==> src/rtl/key_events.sv <==
// key_events: turns synchronised button levels into press/release/auto-repeat
// key events, queued in a first-word-fall-through FIFO with valid/ready output.
module key_events #(
    parameter int N             = 4,
    parameter int TICK_DIV      = 50000,
    parameter int REPEAT_DELAY  = 500,
    parameter int REPEAT_PERIOD = 100,
    parameter int FIFO_DEPTH    = 4
) (
    input  logic                          clk,
    input  logic                          reset,
    input  logic [N-1:0]                  btn,
    output logic                          ev_valid,
    output logic [7:0]                    ev_code,
    input  logic                          ev_ready,
    output logic [$clog2(FIFO_DEPTH):0]   ev_count,
    output logic                          overflow,
    input  logic                          ovf_clr
);
    localparam int AW   = $clog2(FIFO_DEPTH);
    localparam int CNTW = AW + 1;
    localparam int PW   = $clog2(TICK_DIV);
    localparam int IW   = N > 1 ? $clog2(N) : 1;
    localparam int RMAX = REPEAT_DELAY > REPEAT_PERIOD ? REPEAT_DELAY : REPEAT_PERIOD;
    localparam int CW   = $clog2(RMAX + 1);

    logic [N-1:0]    s1_q, bs_q, rep_q, rep_d;
    logic [PW-1:0]   pc_q;
    logic            r_act_q, r_act_d, r_pend_q, r_pend_d, ovf_q, ovf_d;
    logic [5:0]      r_key_q, r_key_d;
    logic [CW-1:0]   r_cnt_q, r_cnt_d;
    logic [7:0]      mem_q [FIFO_DEPTH];
    logic [AW-1:0]   rd_q, wr_q;
    logic [CNTW-1:0] cnt_q;
    logic            tick, pop, room, sel_v, sel_b, edge_push, rep_push, push;
    logic [IW-1:0]   sel_i;
    logic [7:0]      push_code;

    assign tick      = pc_q == PW'(TICK_DIV - 1);
    assign ev_valid  = cnt_q != '0;
    assign ev_code   = ev_valid ? mem_q[rd_q] : 8'h00;
    assign ev_count  = cnt_q;
    assign overflow  = ovf_q;
    assign pop       = ev_valid && ev_ready;
    assign room      = 32'(cnt_q) < FIFO_DEPTH || pop;
    assign sel_b     = bs_q[sel_i];
    assign edge_push = sel_v && room;
    assign rep_push  = !sel_v && r_pend_q && room;
    assign push      = edge_push || rep_push;
    assign push_code = sel_v ? {sel_b, 1'b0, 6'(sel_i)} : {2'b11, r_key_q};

    // Downward scan so the lowest differing index is the one left selected.
    always_comb begin
        sel_v = 1'b0;
        sel_i = '0;
        for (int i = N - 1; i >= 0; i--)
            if (bs_q[i] != rep_q[i]) begin
                sel_v = 1'b1;
                sel_i = IW'(i);
            end
    end

    always_comb begin
        rep_d    = rep_q;
        r_act_d  = r_act_q;
        r_key_d  = r_key_q;
        r_cnt_d  = r_cnt_q;
        r_pend_d = rep_push ? 1'b0 : r_pend_q;
        ovf_d    = ovf_q && !ovf_clr;
        if (edge_push)
            rep_d[sel_i] = sel_b;
        if (edge_push && sel_b) begin
            r_act_d  = 1'b1;
            r_key_d  = 6'(sel_i);
            r_cnt_d  = CW'(REPEAT_DELAY);
            r_pend_d = 1'b0;
        end else if (edge_push && 6'(sel_i) == r_key_q) begin
            r_act_d  = 1'b0;
            r_pend_d = 1'b0;
        end else if (tick && r_act_q) begin
            // A repeat still pending at expiry (and not leaving this cycle) is coalesced.
            r_cnt_d  = r_cnt_q == CW'(1) ? CW'(REPEAT_PERIOD) : r_cnt_q - 1'b1;
            r_pend_d = r_cnt_q == CW'(1) ? 1'b1 : r_pend_d;
            ovf_d    = ovf_d || (r_cnt_q == CW'(1) && r_pend_q && !rep_push);
        end
    end

    always_ff @(posedge clk or posedge reset) begin
        if (reset) begin
            s1_q     <= '0;
            bs_q     <= '0;
            rep_q    <= '0;
            pc_q     <= '0;
            r_act_q  <= 1'b0;
            r_key_q  <= '0;
            r_cnt_q  <= '0;
            r_pend_q <= 1'b0;
            ovf_q    <= 1'b0;
            rd_q     <= '0;
            wr_q     <= '0;
            cnt_q    <= '0;
            for (int i = 0; i < FIFO_DEPTH; i++)
                mem_q[i] <= '0;
        end else begin
            s1_q     <= btn;
            bs_q     <= s1_q;
            rep_q    <= rep_d;
            pc_q     <= tick ? '0 : pc_q + 1'b1;
            r_act_q  <= r_act_d;
            r_key_q  <= r_key_d;
            r_cnt_q  <= r_cnt_d;
            r_pend_q <= r_pend_d;
            ovf_q    <= ovf_d;
            if (push) begin
                mem_q[wr_q] <= push_code;
                wr_q        <= wr_q + 1'b1;
            end
            if (pop)
                rd_q <= rd_q + 1'b1;
            cnt_q <= cnt_q + CNTW'(push) - CNTW'(pop);
        end
    end
endmodule
==> config.mk <==
export PLATFORM = sky130hd
export DESIGN_NAME = key_events
export DESIGN_NICKNAME = d
export VERILOG_FILES = /design/src/rtl/key_events.sv
export SDC_FILE = /design/constraint.sdc
export NUM_CORES = 1
export LEC_CHECK = 0
export BUFFER_PORTS_ARGS = -buffer_cell sky130_fd_sc_hd__buf_2
export CELL_PAD_IN_SITES_DETAIL_PLACEMENT = 0
export CELL_PAD_IN_SITES_GLOBAL_PLACEMENT = 1
export CORE_MARGIN = 2
export CORE_UTILIZATION = 52
export CTS_BUF_LIST = sky130_fd_sc_hd__clkbuf_16
export DETAILED_ROUTE_END_ITERATION = 12
export PLACE_DENSITY_LB_ADDON = 0.1
export SLEW_MARGIN = 20
export SYNTH_ARGS = -nofsm -noshare
export SYNTH_HDL_FRONTEND = slang
export SYNTH_SLANG_ARGS = --single-unit
==> constraint.sdc <==
create_clock -name clk -period 6.95 [get_ports clk]
set_clock_uncertainty 0.05 [all_clocks]
set_input_delay 0.695 -clock clk [delete_from_list [all_inputs] [get_ports clk]]
set_output_delay 0.695 -clock clk [all_outputs]
set_load 0.02 [all_outputs]
==> summary.md, run 1 <==
| Metric | Value |
|---|---|
| Synth Register Bits | `65` |
| Ant. Diodes | `0` |
| Routed via count | `2141` |
| Data arrival, critical path | `3.01 ns` |
| RSZ-0062 raised after global routing | `false` |
| Routed wire per std cell | `14.0 um` |
| Post-CTS resize count | `0` |
| Clock power share | `27.6%` |
| Synthesis-to-layout area growth | `11.6%` |
| Worst-Margin Slew | `0.782 ns` |
| Crit path max fanout | `16` |
| Status | `finished clean` |
| Hold-fix buffers, CTS | `0` |
| Slew Viols, Final | `0` |
| Post-CTS Setup Inserts | `0` |
| # clock sinks | `65` |
| Synth Instances | `297` |
| Finish-stage setup viols | `0` |
| Die ar. | `6780 um^2` |
| Clk_lat worst skew | `0.33 ns` |
| P_leak | `0.00156 uW` |
| Slew margin rel. | `47.9%` |
| Combinational power share | `34.7%` |
| Dpl hpwl | `3870 um` |
| Final Total Pwr | `1420 uW` |
| Fill count | `498` |
| 1st-pass router iterations | `4` |
| Cell-internal power | `909 uW` |
| Area post-placement | `3300 um^2` |
| Gpl congestion | `0.724` |
| Nets | `334` |
| Num ports | `21` |
| Ys Warns | `0` |
| Post-synthesis area per instance | `10.8 um^2` |
| Worst EP required | `7.11 ns` |
| Initial Util | `53.9%` |
| Global-route wire length before repair | `9620 um` |
| GR Overflow Total | `0` |
| H-tree Lvls | `3` |
| Largest net degree at the start of global routing | `66` |
| Register Area | `1630 um^2` |
| Most frequent cells in the layout | `dfrtp_1 (65), nor2_1 (27), nand2_1 (24)` |
| VDD IR max | `0.317 mV` |
| Detailed Route WL | `5550 um` |
| Layout Cell Area excl Fill | `3560 um^2` |
| Sequential share of power | `37.7%` |
| Crit path launch type | `flop` |
| Util after Layout | `60.2%` |
| Clock-pin slew on the worst setup and hold paths | `0.05 ns` |
| Yosys cell types | `50` |
| Period utilization | `41.0%` |
| CTS root buf | `clkbuf_16` |
| Sw power | `507 uW` |
| Core Box Area | `5920 um^2` |
| DRC errors left | `0` |
| Vias in the first global route | `2046` |
| Post-route antenna net violation count | `0` |
| Final setup TNS | `0 ns` |
| Vias/cell | `5.41` |
| Hold Violations, Final | `0` |
| Power density cells | `397 nW/um^2` |
| Post-layout min period | `2.85 ns` |
| IO buf count | `16` |
| Die height | `82.4 um` |
| Cell area after synthesis | `3190 um^2` |
| Worst hold path type | `reg -> reg` |
| Most common cell after layout, fill and taps aside | `dfrtp_1` |
| TritonCTS clock tree | `done` |
| CP endpoint kind | `flop` |
| Switching share of power | `35.8%` |
| Pre-CTS setup slack | `3.95 ns` |
| CTS Buf Count | `9` |
| Critical path class | `reg -> reg` |
| Rows | `28` |
| Final setup margin | `4.10 ns` |
| Initial antenna violation count | `0` |
| Drt first-iter violations | `78` |
| Multi-input logic area | `1440 um^2` |
| Max-Cap Viols | `0` |
| Post-synthesis sequential area ratio | `50.9%` |
| Proportion of layout cells with a drive suffix above 1 | `17.1%` |
| All-Layer GR Usage | `19.1%` |
| Max Root-Sink Buffers | `2` |
| DIE WIDTH | `82.4 um` |
| FMAX | `0.351 GHz` |
-- metrics by stage --
step           std cells  hold WS [ns]
3_3_place_gp         380         0.284
3_5_place_dp         380         0.286
4_1_cts              396         0.295
2_1_floorplan        300         0.281
5_1_grt              396         0.308
6_report             396         0.292
-- worst max-delay path, cell delays in order (launching register included) --
cell and delay [ns]:
dfrtp_1 0.41, xor2_1 0.19, nor4_1 0.55, a21oi_1 0.14
buf_4 0.22, inv_1 0.07, ha_1 0.21, inv_1 0.05
ha_1 0.13, inv_1 0.05, fa_1 0.37, xnor2_1 0.14
xnor2_1 0.12
-- cells by family after synthesis --
logic type / Yosys count / share of synthesized area, %
mux: 12 / 5.96
buf+inv: 24 / 4.19
simple gates: 106 / 16.9
flops: 65 / 50.9
other cells: 1 / 0.117
fa+ha+maj: 10 / 4.15
compound gates: 53 / 10.6
xor+xnor: 26 / 7.13
-- layout make-up --
cell class,count,share of cell area (%)
Inverter,11,1.16
Sequential cell,65,45.6
Timing Repair Buffer,18,2.67
Tap cell,75,2.63
Clock inverter,7,1.05
Clock buffer,9,6.32
Multi-Input combinational cell,211,40.5
-- flip-flops by register name, summed over array words and instances (netlist names) --
signal,cells
s1_q,4
wr_q,2
r_pend_q,1
bs_q,4
overflow,1
r_cnt_q,9
pc_q,16
r_key_q,2
rep_q,4
rd_q,2
mem_q,16
ev_count,3
r_act_q,1
-- cell usage after synthesis (all sizes together) --
cell type	instances	area, um^2
or2	1	6.26
nand2	24	90.1
fa	1	20.0
inv	11	41.3
and3b	1	8.76
nand4	3	18.8
a211oi	3	27.5
mux4	5	113
o41ai	1	16.3
nor3b	1	7.51
nand2b	1	6.26
or4	2	15.0
mux2i	1	10.0
conb	1	3.75
o21ai	16	80.1
nor4	4	25.0
nor4b	1	8.76
nor2	28	108
a221oi	1	15.0
nor2b	2	12.5
and3	2	12.5
and2	8	55.1
a221o	4	41.3
a211o	1	8.76
dfrtp	65	1630
buf	6	56.3
xnor2	10	87.6
nand3b	2	15.0
o21a	2	15.0
or3	3	18.8
nor3	4	20.0
and4	2	17.5
a21o	1	8.76
clkbuf	7	36.3
a21oi	22	110
o21bai	1	7.51
nand3	15	75.1
mux2	6	67.6
ha	9	113
xor2	16	140
o211ai	1	7.51
nor4bb	2	20.0
-- power groups by stage --
stage                     combinational (uW)  clock, uW  sequential, uW
after floorplan                          404          0             527
final                                    491        391             534
after global routing                     558        417             550
after CTS                                494        402             536
after global placement                   486          0             539
after detailed placement                 492          0             543
-- worst paths after layout --
kind | start | to | slack, ns | cells past startpoint
setup / recovery | bs_q[2] | ev_count[2] | 4.10 | 12
hold / removal | s1_q[3] | bs_q[3] | 0.29 | 0
setup reg to reg | bs_q[2] | ev_count[2] | 4.10 | 12
hold reg to reg | s1_q[3] | bs_q[3] | 0.29 | 0
max in group asynchronous | reset | rep_q[2] | 5.79 | 3
min in group asynchronous | reset | pc_q[12] | 0.55 | 3
-- metal layers --
layer  vias up  wire length [um]  track usage, %
li1       1068                 -               -
met1      1032              2900            28.2
met2        29              2380            26.6
met3        12               141            4.24
met4         0               123            9.00
met5         -                 0               0
(Power assumes the default switching activity.)
==> run 2: changes to the inputs <==
--- a/config.mk
+++ b/config.mk
@@ -9,7 +9,7 @@
 export CELL_PAD_IN_SITES_DETAIL_PLACEMENT = 0
 export CELL_PAD_IN_SITES_GLOBAL_PLACEMENT = 1
 export CORE_MARGIN = 2
-export CORE_UTILIZATION = 52
+export CORE_UTILIZATION = 43
 export CTS_BUF_LIST = sky130_fd_sc_hd__clkbuf_16
 export DETAILED_ROUTE_END_ITERATION = 12
 export PLACE_DENSITY_LB_ADDON = 0.1
==> constraint.sdc (replaced) <==
create_clock -name clk -period 2.4 [get_ports clk]
set_clock_uncertainty 0.05 [all_clocks]
set_input_delay 0.24 -clock clk [delete_from_list [all_inputs] [get_ports clk]]
set_output_delay 0.24 -clock clk [all_outputs]
set_load 0.02 [all_outputs]
==> run 2 against run 1 <==
Final cell count up 11%; global-route usage down 2.7 points; non-clock buffer count up 20; combinational power rose to 3.5 times the previous value; clock-buffer cell count unchanged; register-to-register slack worse by 4.0 ns; sequential cell count unchanged; highest routed layer unchanged; maximum frequency up 22%; hold slack worse by 0.12 ns; critical endpoint unchanged.
==> summary.md, run 2 (synthesis results as in run 1) <==
| Metric | Value |
|---|---|
| Die height | `90.2 um` |
| Drt first-iter violations | `98` |
| Data arrival, critical path | `2.49 ns` |
| All-Layer GR Usage | `16.4%` |
| Most frequent cells in the layout | `dfrtp_1 (63), nor2_1 (27), nand2_1 (24)` |
| Routed wire per std cell | `14.1 um` |
| Worst-Margin Slew | `0.607 ns` |
| Post-route antenna net violation count | `0` |
| Hold WS | `0.171 ns` |
| Status | `finished clean` |
| Detailed Route WL | `6200 um` |
| Initial Util | `44.3%` |
| # placed instances | `417` |
| Final non-filler cell total | `440` |
| Crit path max fanout | `3` |
| GR Overflow Total | `0` |
| Period utilization | `97.0%` |
| Ant. Diodes | `0` |
| TritonCTS clock tree | `done` |
| Largest net degree at the start of global routing | `40` |
| Synthesis-to-layout area growth | `22.3%` |
| FMAX | `0.429 GHz` |
| CP peak stage delay | `0.40 ns` |
| Max Root-Sink Buffers | `2` |
| DRC errors left | `0` |
| Final Total Pwr | `4590 uW` |
| Pre-CTS setup slack | `0.0570 ns` |
| Worst EP required | `2.56 ns` |
| CP cell instances | `xor2_2 -> nor4_4 -> a21oi_2 -> inv_4 -> ha_4 -> inv_2 -> ha_4 -> inv_2 -> fa_2 -> xnor2_2 -> xnor2_1` |
| Vias in the first global route | `2212` |
| Power density cells | `1170 nW/um^2` |
| Num ports | `21` |
| IO buf count | `16` |
| Slew Viols, Final | `0` |
| H-tree Lvls | `3` |
| Hold Violations, Final | `0` |
| CP endpoint kind | `flop` |
| Critical path class | `reg -> reg` |
| Util after Layout | `54.1%` |
| VDD IR max | `0.590 mV` |
| Top delay family on crit path | `adder cells` |
| Worst hold path depth | `3` |
| Vias/cell | `5.06` |
| Core Box Area | `7210 um^2` |
| Die ar. | `8130 um^2` |
| Post-layout min period | `2.33 ns` |
| Clk_lat worst skew | `0.32 ns` |
| Worst path depth | `11` |
| Finish-stage setup viols | `0` |
| Critical Path Slowest Stage Cell | `dfrtp_1` |
| Worst reg2reg path depth | `11` |
| Crit path buf inv count | `3` |
| 1st-pass router iterations | `4` |
| Global-route wire length before repair | `10600 um` |
| Biggest regs | `mem_q x16, pc_q x16, r_cnt_q x9` |
| Most common cell after layout, fill and taps aside | `dfrtp_1` |
| CTS Buf Count | `9` |
| Nets | `354` |
| CTS root buf | `clkbuf_16` |
| Gpl congestion | `0.831` |
| Proportion of layout cells with a drive suffix above 1 | `24.0%` |
| Crit path launch type | `flop` |
| Slew margin rel. | `59.5%` |
| P_leak | `0.00168 uW` |
| Clock-pin slew on the worst setup and hold paths | `0.05 ns` |
| # clock sinks | `65` |
| Max-Cap Viols | `0` |
| Worst hold path type | `in -> reg` |
| DIE WIDTH | `90.2 um` |
| Routed via count | `2226` |
| Final setup margin | `0.0711 ns` |
| Dpl hpwl | `4360 um` |
| Initial antenna violation count | `0` |
| Rows | `31` |
run 2: tightest hold or removal path, stage by stage:
cell,delay (ns)
buf_2,0.08
nand2b_1,0.12
o41ai_2,0.07
run 2: timing repair:
item / in CTS / in global routing
buffers inserted: 0 / 2
hold buffers: 5 / 0
endpoints found under the hold margin: 30 / 0
setup endpoints to repair: 0 / 1
resized for setup: 0 / 3
run 2: worst paths after layout:
check                        start     endpoint  slack [ns]
max                        bs_q[1]  ev_count[2]        0.07
min                        ovf_clr     overflow        0.17
max reg2reg                bs_q[1]  ev_count[2]        0.07
min reg2reg                s1_q[0]      bs_q[0]        0.30
max in group asynchronous    reset   r_cnt_q[1]        1.19
min in group asynchronous    reset  ev_count[2]        0.49
run 2: power by group:
part / switching [uW] / internal, uW / total (uW) / leakage (uW)
combinational: 920 / 779 / 1700 / 0.000746
clock: 454 / 897 / 1350 / 0.000148
sequential: 191 / 1340 / 1540 / 0.000785
run 2: routing by layer:
metal	wire (um)	vias up	GRT usage, %
met1	3190	1076	23.7
li1	-	1113	-
met4	108	0	6.79
met3	205	11	4.61
met2	2700	26	23.1
met5	0	-	0
run 2: metrics by stage:
step | cell area (um^2) | TNS (ns)
finish | 3900 | 0
global route | 3900 | -0.00517
CTS | 3880 | 0
detailed placement | 3520 | 0
global placement | 3520 | 0
floorplan | 3290 | -0.138
run 2: cell type report:
class	instances	area, um^2
well taps	99	124
flip-flops and latches	65	1630
fillers	663	3310
repair buffers	38	270
clock inverters	7	86.3
clock buffers	9	225
inverters	11	43.8
multi-input cells	211	1530
==> run 3: changes to the inputs <==
--- a/config.mk
+++ b/config.mk
@@ -5,11 +5,12 @@
 export SDC_FILE = /design/constraint.sdc
 export NUM_CORES = 1
 export LEC_CHECK = 0
-export BUFFER_PORTS_ARGS = -buffer_cell sky130_fd_sc_hd__buf_2
+export BUFFER_PORTS_ARGS = -buffer_cell sky130_fd_sc_hd__buf_4
 export CELL_PAD_IN_SITES_DETAIL_PLACEMENT = 0
 export CELL_PAD_IN_SITES_GLOBAL_PLACEMENT = 1
+export CORE_ASPECT_RATIO = 0.5
 export CORE_MARGIN = 2
-export CORE_UTILIZATION = 43
+export CORE_UTILIZATION = 48
 export CTS_BUF_LIST = sky130_fd_sc_hd__clkbuf_16
 export DETAILED_ROUTE_END_ITERATION = 12
 export PLACE_DENSITY_LB_ADDON = 0.1
==> constraint.sdc (replaced) <==
create_clock -name clk -period 2.2 [get_ports clk]
set_clock_uncertainty 0.05 [all_clocks]
set_input_delay 0.22 -clock clk [delete_from_list [all_inputs] [get_ports clk]]
set_output_delay 0.22 -clock clk [all_outputs]
set_load 0.02 [all_outputs]
==> run 3 against run 2 <==
Sequential power rose by 9.7%; first-iteration DRC count rose by 74%; worst setup slack got worse by 0.16 ns; hold slack worse by 0.042 ns; clock power grew 8%; combinational power increased by 34%; global-route usage grew 4.4 points; die area is 9.5% lower; the flow now finishes with violations (setup timing); sequential cell count unchanged; non-clock buffer count up 18.
==> summary.md, run 3 (synthesis results as in run 1) <==
| Metric | Value |
|---|---|
| CP startpoint | `bs_q[2]` |
| # placed instances | `419` |
| FMAX | `0.436 GHz` |
| Die height | `61.7 um` |
| CP endpoint kind | `flop` |
| RSZ-0062 raised after global routing | `true` |
| Worst r2r src | `bs_q[2]` |
| Routed wire per std cell | `14.7 um` |
| Crit path max fanout | `4` |
| Most common cell after layout, fill and taps aside | `dfrtp_1` |
| Data arrival, critical path | `2.45 ns` |
| # clock sinks | `65` |
| Rows | `20` |
| Power density cells | `1310 nW/um^2` |
| Drt first-iter violations | `171` |
| Final setup TNS | `-0.546 ns` |
| Max-Cap Viols | `0` |
| CTS root buf | `clkbuf_16` |
| Clock-pin slew on the worst setup and hold paths | `0.05 ns` |
| P_leak | `0.00182 uW` |
| Worst hold path depth | `3` |
| Final setup margin | `-0.0917 ns` |
| Util after Layout | `66.3%` |
| Dpl hpwl | `4520 um` |
| Core Box Area | `6260 um^2` |
| Cell-internal power | `3590 uW` |
| Sequential share of power | `31.1%` |
| Area post-placement | `3640 um^2` |
| Initial antenna violation count | `0` |
| H-tree Lvls | `3` |
| Post-route antenna net violation count | `0` |
| Clock power share | `27.0%` |
| Status | `finished, violations left` |
| Largest net degree at the start of global routing | `31` |
| Switching share of power | `33.8%` |
| Slew margin rel. | `56.2%` |
| Initial Util | `51.0%` |
| RR Endpoint | `ev_count[2]` |
| Failing checks | `setup timing` |
| Hold Crit Start | `ovf_clr` |
| Layout Cell Area excl Fill | `4150 um^2` |
| Gpl congestion | `0.839` |
| Clk_lat worst skew | `0.33 ns` |
| Hold Violations, Final | `0` |
| Final non-filler cell total | `447` |
| Biggest regs | `mem_q x16, pc_q x16, r_cnt_q x9` |
| Period utilization | `104%` |
| Worst reg2reg path depth | `11` |
| Finish-stage setup viols | `13` |
| Routed via count | `2366` |
| Die ar. | `7360 um^2` |
| Num ports | `21` |
| Nets | `373` |
| Post-layout min period | `2.29 ns` |
| Worst EP required | `2.36 ns` |
| CTS Buf Count | `9` |
| Crit path launch type | `flop` |
| Fill count | `503` |
| Detailed Route WL | `6590 um` |
| Ant. Diodes | `0` |
| Global-route wire length before repair | `11400 um` |
| Max Root-Sink Buffers | `2` |
| Most frequent cells in the layout | `dfrtp_1 (63), buf_4 (46), nor2_1 (27)` |
| Sw power | `1840 uW` |
| Synthesis-to-layout area growth | `29.9%` |
| Worst-Margin Slew | `0.656 ns` |
| R2r setup slk | `-0.09 ns` |
| Vias in the first global route | `2421` |
| Combinational power share | `41.9%` |
| Worst hold endpoint | `overflow` |
| All-Layer GR Usage | `20.8%` |
| IO buf count | `16` |
| Vias/cell | `5.29` |
| GR Overflow Total | `0` |
| Slew Viols, Final | `0` |
| Critical path class | `reg -> reg` |
| TritonCTS clock tree | `done` |
| Proportion of layout cells with a drive suffix above 1 | `30.6%` |
| VDD IR max | `0.439 mV` |
| DIE WIDTH | `119 um` |
| 1st-pass router iterations | `4` |
| Worst hold path type | `in -> reg` |
| DRC errors left | `0` |
[run 3: cell types whose count changed in the layout (fill, tap and decap cells not counted), moves of 2 or more]
cell and change:
a211oi_1 -2, a211oi_2 +2, buf_2 -16, buf_4 +30, buf_6 +3, clkinvlp_4 -2
xnor2_1 -3, xnor2_2 +3
[run 3: power by group through the flow]
stage / clock, uW / sequential (uW) / combinational [uW]
3_5_place_dp: 0 / 1700 / 2020
5_1_grt: 1550 / 1720 / 2510
2_1_floorplan: 0 / 1680 / 1400
3_3_place_gp: 0 / 1680 / 1960
6_report: 1460 / 1690 / 2280
4_1_cts: 1500 / 1680 / 2150
[run 3: worst max-delay path, stage by stage (launching register included)]
cell and delay [ns]:
dfrtp_2 0.45, xor2_2 0.18, nor4_4 0.31, a21oi_2 0.12, inv_4 0.06, ha_4 0.18
inv_2 0.06, ha_4 0.12, inv_2 0.03, fa_2 0.34, xnor2_2 0.14, xnor2_1 0.13
[run 3: metrics by stage]
stage	worst slack, ns	total power, uW	hold WS (ns)
2_1_floorplan	-0.318	3080	0.201
3_3_place_gp	-0.142	3630	0.281
3_5_place_dp	-0.187	3720	0.280
4_1_cts	-0.107	5330	0.132
5_1_grt	-0.174	5790	0.142
6_report	-0.0917	5430	0.129
[run 3: timing repair]
item                                    4_1_cts  5_1_grt
buffers inserted                              5        2
hold buffers                                  5        0
resized for setup                             7       12
endpoints found under the hold margin        32        0
endpoints found under the setup margin       11       19
gates cloned                                  1        0
pin swaps                                    11        1
[run 3: metal layers]
layer  global-route usage [%]  wire length, um  up-vias
met5                        0                0        -
met4                     7.90              112        0
met3                     7.69              309       12
met2                     36.0             3190       45
met1                     24.7             2980     1164
li1                         -                -     1145
[run 3: worst max-delay path by stage]
stage                        endpoint  slack (ns)  cells after the start
after floorplan           ev_count[2]       -0.32                     12
after global placement    ev_count[2]       -0.14                     11
after detailed placement  ev_count[2]       -0.19                     11
after CTS                 ev_count[2]       -0.11                     11
after global routing      ev_count[2]       -0.17                     11
final                     ev_count[2]       -0.09                     11
[run 3: final cells by class]
class	count	area, um^2	area share (%)
flip-flops and latches	65	1630	39.3
multi-input cells	212	1600	38.5
repair buffers	56	469	11.3
clock buffers	9	225	5.43
well taps	88	110	2.65
clock inverters	6	75.1	1.81
inverters	11	43.8	1.06
